===== config.mk =====
export PLATFORM = sky130hd
export DESIGN_NAME = dac_serializer_flat
export DESIGN_NICKNAME = d
export VERILOG_FILES = /design/src/rtl/dac_serializer_if.sv /design/src/rtl/dac_serializer.sv /design/src/flat_wrapper.sv
export SDC_FILE = /design/constraint.sdc
export NUM_CORES = 1
export LEC_CHECK = 0
export BUFFER_PORTS_ARGS = -buffer_cell sky130_fd_sc_hd__buf_2
export CAP_MARGIN = 25
export CORE_ASPECT_RATIO = 2
export CORE_UTILIZATION = 58
export DETAILED_ROUTE_END_ITERATION = 12
export PLACE_DENSITY = 0.8
export SLEW_MARGIN = 20
export SYNTH_ARGS = -nofsm -noshare
export SYNTH_HDL_FRONTEND = slang
export SYNTH_SLANG_ARGS = --single-unit

===== constraint.sdc =====
create_clock -name clk -period 2 [get_ports clk]
set_input_delay 0.1 -clock clk [delete_from_list [all_inputs] [get_ports clk]]
set_output_delay 0.1 -clock clk [all_outputs]
set_load 0.01 [all_outputs]

===== src/rtl/dac_serializer_if.sv =====
// Sample handshake between the codec controller and the DAC serializer.
// A pair transfers on a cycle where sample_valid and sample_ready are both high.
interface dac_serializer_if;
    logic [15:0] sample_l;
    logic [15:0] sample_r;
    logic        sample_valid;
    logic        sample_ready;

    modport master (
        output sample_l,
        output sample_r,
        output sample_valid,
        input  sample_ready
    );

    modport slave (
        input  sample_l,
        input  sample_r,
        input  sample_valid,
        output sample_ready
    );
endinterface


===== src/rtl/dac_serializer.sv =====
// Left-justified stereo serializer for the WM8731 DAC port.
// Divides clk into m_clk/b_clk/dac_lr_clk and shifts 32-bit frames out MSB-first.
module dac_serializer #(
    parameter int unsigned MCLK_DIV = 2,
    parameter int unsigned BCLK_DIV = 4
) (
    input  logic             clk,
    input  logic             reset,
    input  logic             en,
    dac_serializer_if.slave  smp,
    output logic             m_clk,
    output logic             b_clk,
    output logic             dac_lr_clk,
    output logic             dacdat,
    output logic             frame_start,
    output logic             underrun
);

    localparam int unsigned MW = $clog2(MCLK_DIV + 1);
    localparam int unsigned DW = $clog2(BCLK_DIV);
    localparam logic [MW-1:0] M_LAST = MW'(MCLK_DIV - 1);
    localparam logic [DW-1:0] D_LAST = DW'(BCLK_DIV - 1);

    typedef enum logic {
        IDLE,
        RUN
    } state_t;

    state_t        state_q, state_d;
    logic [MW-1:0] mcnt_q;
    logic          mclk_q;
    logic [DW-1:0] div_q, div_d;
    logic [4:0]    bit_q, bit_d;
    logic          bclk_q, bclk_d;
    logic          lr_q, lr_d;
    logic          dat_q, dat_d;
    logic [31:0]   shift_q, shift_d;
    logic [31:0]   buf_q, buf_d;
    logic          full_q, full_d;
    logic          fs_q, fs_d;
    logic          ur_q, ur_d;
    logic          accept;

    assign accept           = smp.sample_valid & ~full_q;
    assign smp.sample_ready = ~full_q;
    assign m_clk            = mclk_q;
    assign b_clk            = bclk_q;
    assign dac_lr_clk       = lr_q;
    assign dacdat           = dat_q;
    assign frame_start      = fs_q;
    assign underrun         = ur_q;

    // m_clk runs regardless of state or en
    always_ff @(posedge clk) begin
        if (reset) begin
            mcnt_q <= '0;
            mclk_q <= 1'b0;
        end else if (mcnt_q == M_LAST) begin
            mcnt_q <= '0;
            mclk_q <= ~mclk_q;
        end else begin
            mcnt_q <= mcnt_q + 1'b1;
        end
    end

    always_ff @(posedge clk) begin
        if (reset) begin
            state_q <= IDLE;
            div_q   <= '0;
            bit_q   <= '0;
            bclk_q  <= 1'b0;
            lr_q    <= 1'b0;
            dat_q   <= 1'b0;
            shift_q <= '0;
            buf_q   <= '0;
            full_q  <= 1'b0;
            fs_q    <= 1'b0;
            ur_q    <= 1'b0;
        end else begin
            state_q <= state_d;
            div_q   <= div_d;
            bit_q   <= bit_d;
            bclk_q  <= bclk_d;
            lr_q    <= lr_d;
            dat_q   <= dat_d;
            shift_q <= shift_d;
            buf_q   <= buf_d;
            full_q  <= full_d;
            fs_q    <= fs_d;
            ur_q    <= ur_d;
        end
    end

    always_comb begin
        state_d = state_q;
        div_d   = div_q;
        bit_d   = bit_q;
        bclk_d  = bclk_q;
        lr_d    = lr_q;
        dat_d   = dat_q;
        shift_d = shift_q;
        buf_d   = accept ? {smp.sample_l, smp.sample_r} : buf_q;
        full_d  = full_q | accept;
        fs_d    = 1'b0;
        ur_d    = 1'b0;
        unique case (state_q)
            IDLE: begin
                bclk_d = 1'b0;
                lr_d   = 1'b0;
                dat_d  = 1'b0;
                if (en) begin
                    state_d = RUN;
                    div_d   = '0;
                    bit_d   = '0;
                end
            end
            RUN: begin
                if (div_q != D_LAST) begin
                    div_d = div_q + 1'b1;
                end else begin
                    div_d = '0;
                    if (bclk_q) begin
                        bclk_d = 1'b0;
                    end else if (bit_q != 5'd0) begin
                        bclk_d  = 1'b1;
                        dat_d   = shift_q[31];
                        shift_d = {shift_q[30:0], 1'b0};
                        bit_d   = bit_q + 5'd1;
                        if (bit_q == 5'd16) lr_d = 1'b0;
                    end else if (!en) begin
                        // frame boundary with en low: park, keep buffer
                        state_d = IDLE;
                        lr_d    = 1'b0;
                        dat_d   = 1'b0;
                    end else begin
                        bclk_d = 1'b1;
                        lr_d   = 1'b1;
                        fs_d   = 1'b1;
                        bit_d  = 5'd1;
                        if (full_q) begin
                            dat_d   = buf_q[31];
                            shift_d = {buf_q[30:0], 1'b0};
                            full_d  = 1'b0;
                        end else begin
                            dat_d   = 1'b0;
                            shift_d = '0;
                            ur_d    = 1'b1;
                        end
                    end
                end
            end
            default: state_d = IDLE;
        endcase
    end

endmodule


===== src/flat_wrapper.sv =====
// flat-port wrapper written by rule: the top's interface ports become plain ports
module dac_serializer_flat 
#(
    parameter int unsigned MCLK_DIV = 2,
    parameter int unsigned BCLK_DIV = 4
)
  (clk, reset, en, m_clk, b_clk, dac_lr_clk, dacdat, frame_start, underrun, smp_sample_l, smp_sample_r, smp_sample_valid, smp_sample_ready);
  dac_serializer_if smp_i ();
  input  logic clk;
  input  logic reset;
  input  logic en;
  output logic m_clk;
  output logic b_clk;
  output logic dac_lr_clk;
  output logic dacdat;
  output logic frame_start;
  output logic underrun;
  input wire logic [$bits(smp_i.sample_l)-1:0] smp_sample_l;
  input wire logic [$bits(smp_i.sample_r)-1:0] smp_sample_r;
  input wire logic [$bits(smp_i.sample_valid)-1:0] smp_sample_valid;
  output wire logic [$bits(smp_i.sample_ready)-1:0] smp_sample_ready;
  assign smp_i.sample_l = smp_sample_l;
  assign smp_i.sample_r = smp_sample_r;
  assign smp_i.sample_valid = smp_sample_valid;
  assign smp_sample_ready = smp_i.sample_ready;
  dac_serializer #(.MCLK_DIV(MCLK_DIV), .BCLK_DIV(BCLK_DIV)) u_core (.clk(clk), .reset(reset), .en(en), .smp(smp_i), .m_clk(m_clk), .b_clk(b_clk), .dac_lr_clk(dac_lr_clk), .dacdat(dacdat), .frame_start(frame_start), .underrun(underrun));
endmodule

==> results.yml <==
floorplan:
  boundaryPins: 43
  die_h_um: 114
  die_area_um2: 6590
  std_cell_rows: 40
  die_x_um: 57.9
  start_util_pct: 60.3
  core_um2: 6010
routing:
  drtAntennaViolNets: 0
  num_vias: 3495
  drcViolationCount: 3
  drt_wl_total_mm: 9.15
  drt_iter0_markers: 225
  avgRoutedWirePerCell_um: 16.5
  firstDrtPassIters: 9
  viasPerCell: 6.31
timing:
  finalSetupViolations: 0
  fmax_ghz: 0.534
  final-max-slew-violation-count: 0
  rsz0062_at_grt: "no"
  finalSetupTns_ns: 0
  finalClockSkew_ns: 0.00337
  hold_viol: 0
  relSlewSlack_pct: 62.2
  period_needed_ns: 1.87
  worstMarginPinSlew_ns: 0.567
  min_period_over_period_pct: 93.6
  fin_ws_ns: 0.128
setup_path:
  cp_top_family: "buffers and inverters"
  crit_path_max_incr_delay_ns: 0.34
  path_cells: "inv_1, ha_1, nor4b_4, clkbuf_16, buf_4, nand3_1, a311oi_1"
  cp_max_fo: 28
  criticalPathCategory: "reg -> reg"
  start_kind: "register"
  end_kind: "register"
  critPathSlowestCell: "dfxtp_1"
  r2r_setup_slack_ns: 0.13
  critPathRequiredTime_ns: 2.24
  arrival_ns: 2.11
  worst-path-buf-inv: 3
synth:
  netlist_top_cells_count: "nand2_1, dfxtp_1, a21oi_1, nor2_1, nand3_1"
  syn_avg_cell_area_um2: 8.20
  ys_seq_elements: 80
  ys.flop_type: "dfxtp_1"
  synth.most_common_cell: "nand2_1"
  synthArstFlopShare_pct: 0
  syn_inst: 442
  yosysTopAreaCell: "dfxtp_1"
  seq_area_frac_synth_pct: 44.2
  synth-edff-count: 0
  netlist_area_um2: 3620
  yosys_warnings: 0
  synth_cell_types: 40
  syn-num-nets: 482
  yosysTopAreaCellShare_pct: 44.2
  synth_area_leaders: "dfxtp_1, nand2_1, a311oi_1, o2bb2ai_1, a21oi_1"
grt:
  grt_pass1_wl_mm: 14.8
  grt_overflow: 0
  grt_max_degree: 57
  antenna_found_initial: 0
  first_global_vias: 3264
  grt_usage_pct: 29.2
placed_design:
  gp_congestion: 0.828
  dp_hpwl_mm: 5.51
  io_buffers: 42
  pre_cts_ws_ns: 0.120
status:
  status: "finished, violations left"
  violations: "design-rule violations"
clock_network:
  cts.sinks: 80
  cts_tree: "built"
  cts_made_buffers: 9
  cts_max_level: 3
  clkLatencyLatePin_ns: 0.34
  clk_path_buf_depth: 2
  clockRootBuffer: "clkbuf_16"
  path_clk_slew_ns: 0.06
pwr:
  power.leakage_nw: 1.61
  cellPowerDensity_nw_per_um2: 830
  peakVddDrop_uv: 737
  totalPowerFinal_w: 0.00363
flow_run:
  max_cap_viol_count: 0
finish:
  drive_gt1_share_pct: 15.9
  nNetsFinal: 526
  diodes: 0
  area_growth_pct: 20.8
worst_hold_path:
  min_path_type: "in -> reg"
## cell families after synthesis
group | synth area share (%)
AND/OR/NAND/NOR | 23.3
AO/OA/AOI/OAI | 23.3
flip-flops | 44.2
buffers and inverters | 6.80
adder cells (fa/ha/maj) | 1.38
XOR/XNOR | 0.484
multiplexers | 0.553
## worst reg2reg max path, cell delays in order, from the launching register on
cell       delay [ns]
dfxtp_1          0.34
inv_1            0.09
ha_1             0.20
nor4b_4          0.29
clkbuf_16        0.27
buf_4            0.20
nand3_1          0.09
a311oi_1         0.30
## report_power, final
group          switching [W]  total [W]  internal (W)
sequential         0.0000335    0.00168       0.00165
clock               0.000610    0.00164       0.00103
combinational       0.000178   0.000311      0.000133
total               0.000822    0.00363       0.00281
## registers in the layout, summed over array words and instances, names as in the netlist
register	count
u_core.buf_q	32
u_core.shift_q	31
u_core.bit_q	5
u_core.div_q	2
u_core.mcnt_q	2
u_core.b_clk	1
u_core.dac_lr_clk	1
u_core.dacdat	1
u_core.frame_start	1
u_core.full_q	1
u_core.m_clk	1
u_core.state_q	1
u_core.underrun	1
## per-stage QoR
stage | instances | hold WS (ns) | util [%] | cell area [um^2]
2_1_floorplan | 442 | 0.236 | - | 3620
3_3_place_gp | 517 | 0.340 | 64.3 | 3860
4_1_cts | 552 | 0.00158 | 72.5 | 4350
3_5_place_dp | 517 | 0.346 | 64.3 | 3860
5_1_grt | 554 | 0.00289 | 72.9 | 4380
6_report | 554 | 0.00524 | 72.9 | 4380
## per-layer routing
metal | track usage, % | share of wire (%) | vias to the layer above
li1 | - | - | 1659
met2 | 49.7 | 53 | 121
met1 | 33.8 | 39 | 1691
met5 | 0 | 0 | -
met4 | 12.7 | 2.6 | 0
met3 | 7.37 | 4.8 | 24
## final timing paths
| kind | cells after the start | from | end |
|---|---|---|---|
| max | 7 | u_core.bit_q[0] | u_core.shift_q[25] |
| min | 3 | smp_sample_l[12] | u_core.buf_q[28] |
| max reg2reg | 7 | u_core.bit_q[0] | u_core.shift_q[25] |
| min reg2reg | 1 | u_core.mcnt_q[0] | u_core.mcnt_q[0] |
## timing repair
| item | CTS | global route |
|---|---|---|
| gates resized for setup | 0 | 1 |
| hold buffers | 19 | 0 |
| buffers inserted | 0 | 1 |
| endpoints found under the setup margin | 0 | 1 |
| hold endpoints to repair | 19 | 0 |
## area by class of cell
cell class	instances	area [um^2]
Multi-Input combinational cell	312	1780
Timing Repair Buffer	77	592
Clock inverter	3	40.0
Fill cell	456	1630
Tap cell	63	78.8
Clock buffer	13	260
Inverter	6	22.5
Sequential cell	80	1600
## cells in the final DEF (no fill, tap or decap), types with 2 or more instances in the layout
cell type / netlist / routed
nor2b_1: 3 / 2
clkbuf_16: 0 / 10
clkinv_2: 0 / 2
clkbuf_1: 25 / 2
or3_1: 2 / 2
o32ai_1: 2 / 2
nand2_1: 97 / 97
nand3b_1: 2 / 2
xnor2_1: 2 / 2
mux2i_1: 2 / 2
buf_12: 0 / 4
a21oi_1: 41 / 40
ha_1: 4 / 4
o2bb2ai_1: 30 / 30
a22o_1: 2 / 2
dfxtp_1: 80 / 80
inv_1: 6 / 6
dlygate4sd3_1: 0 / 19
nor2_1: 34 / 34
nand2b_1: 5 / 5
buf_4: 1 / 10
nand3_1: 32 / 32
a311oi_1: 30 / 30
clkbuf_8: 0 / 2
nor3_1: 4 / 4
o21ai_0: 4 / 4
buf_2: 8 / 42
Note: power is estimated with default switching activity, not from simulation.
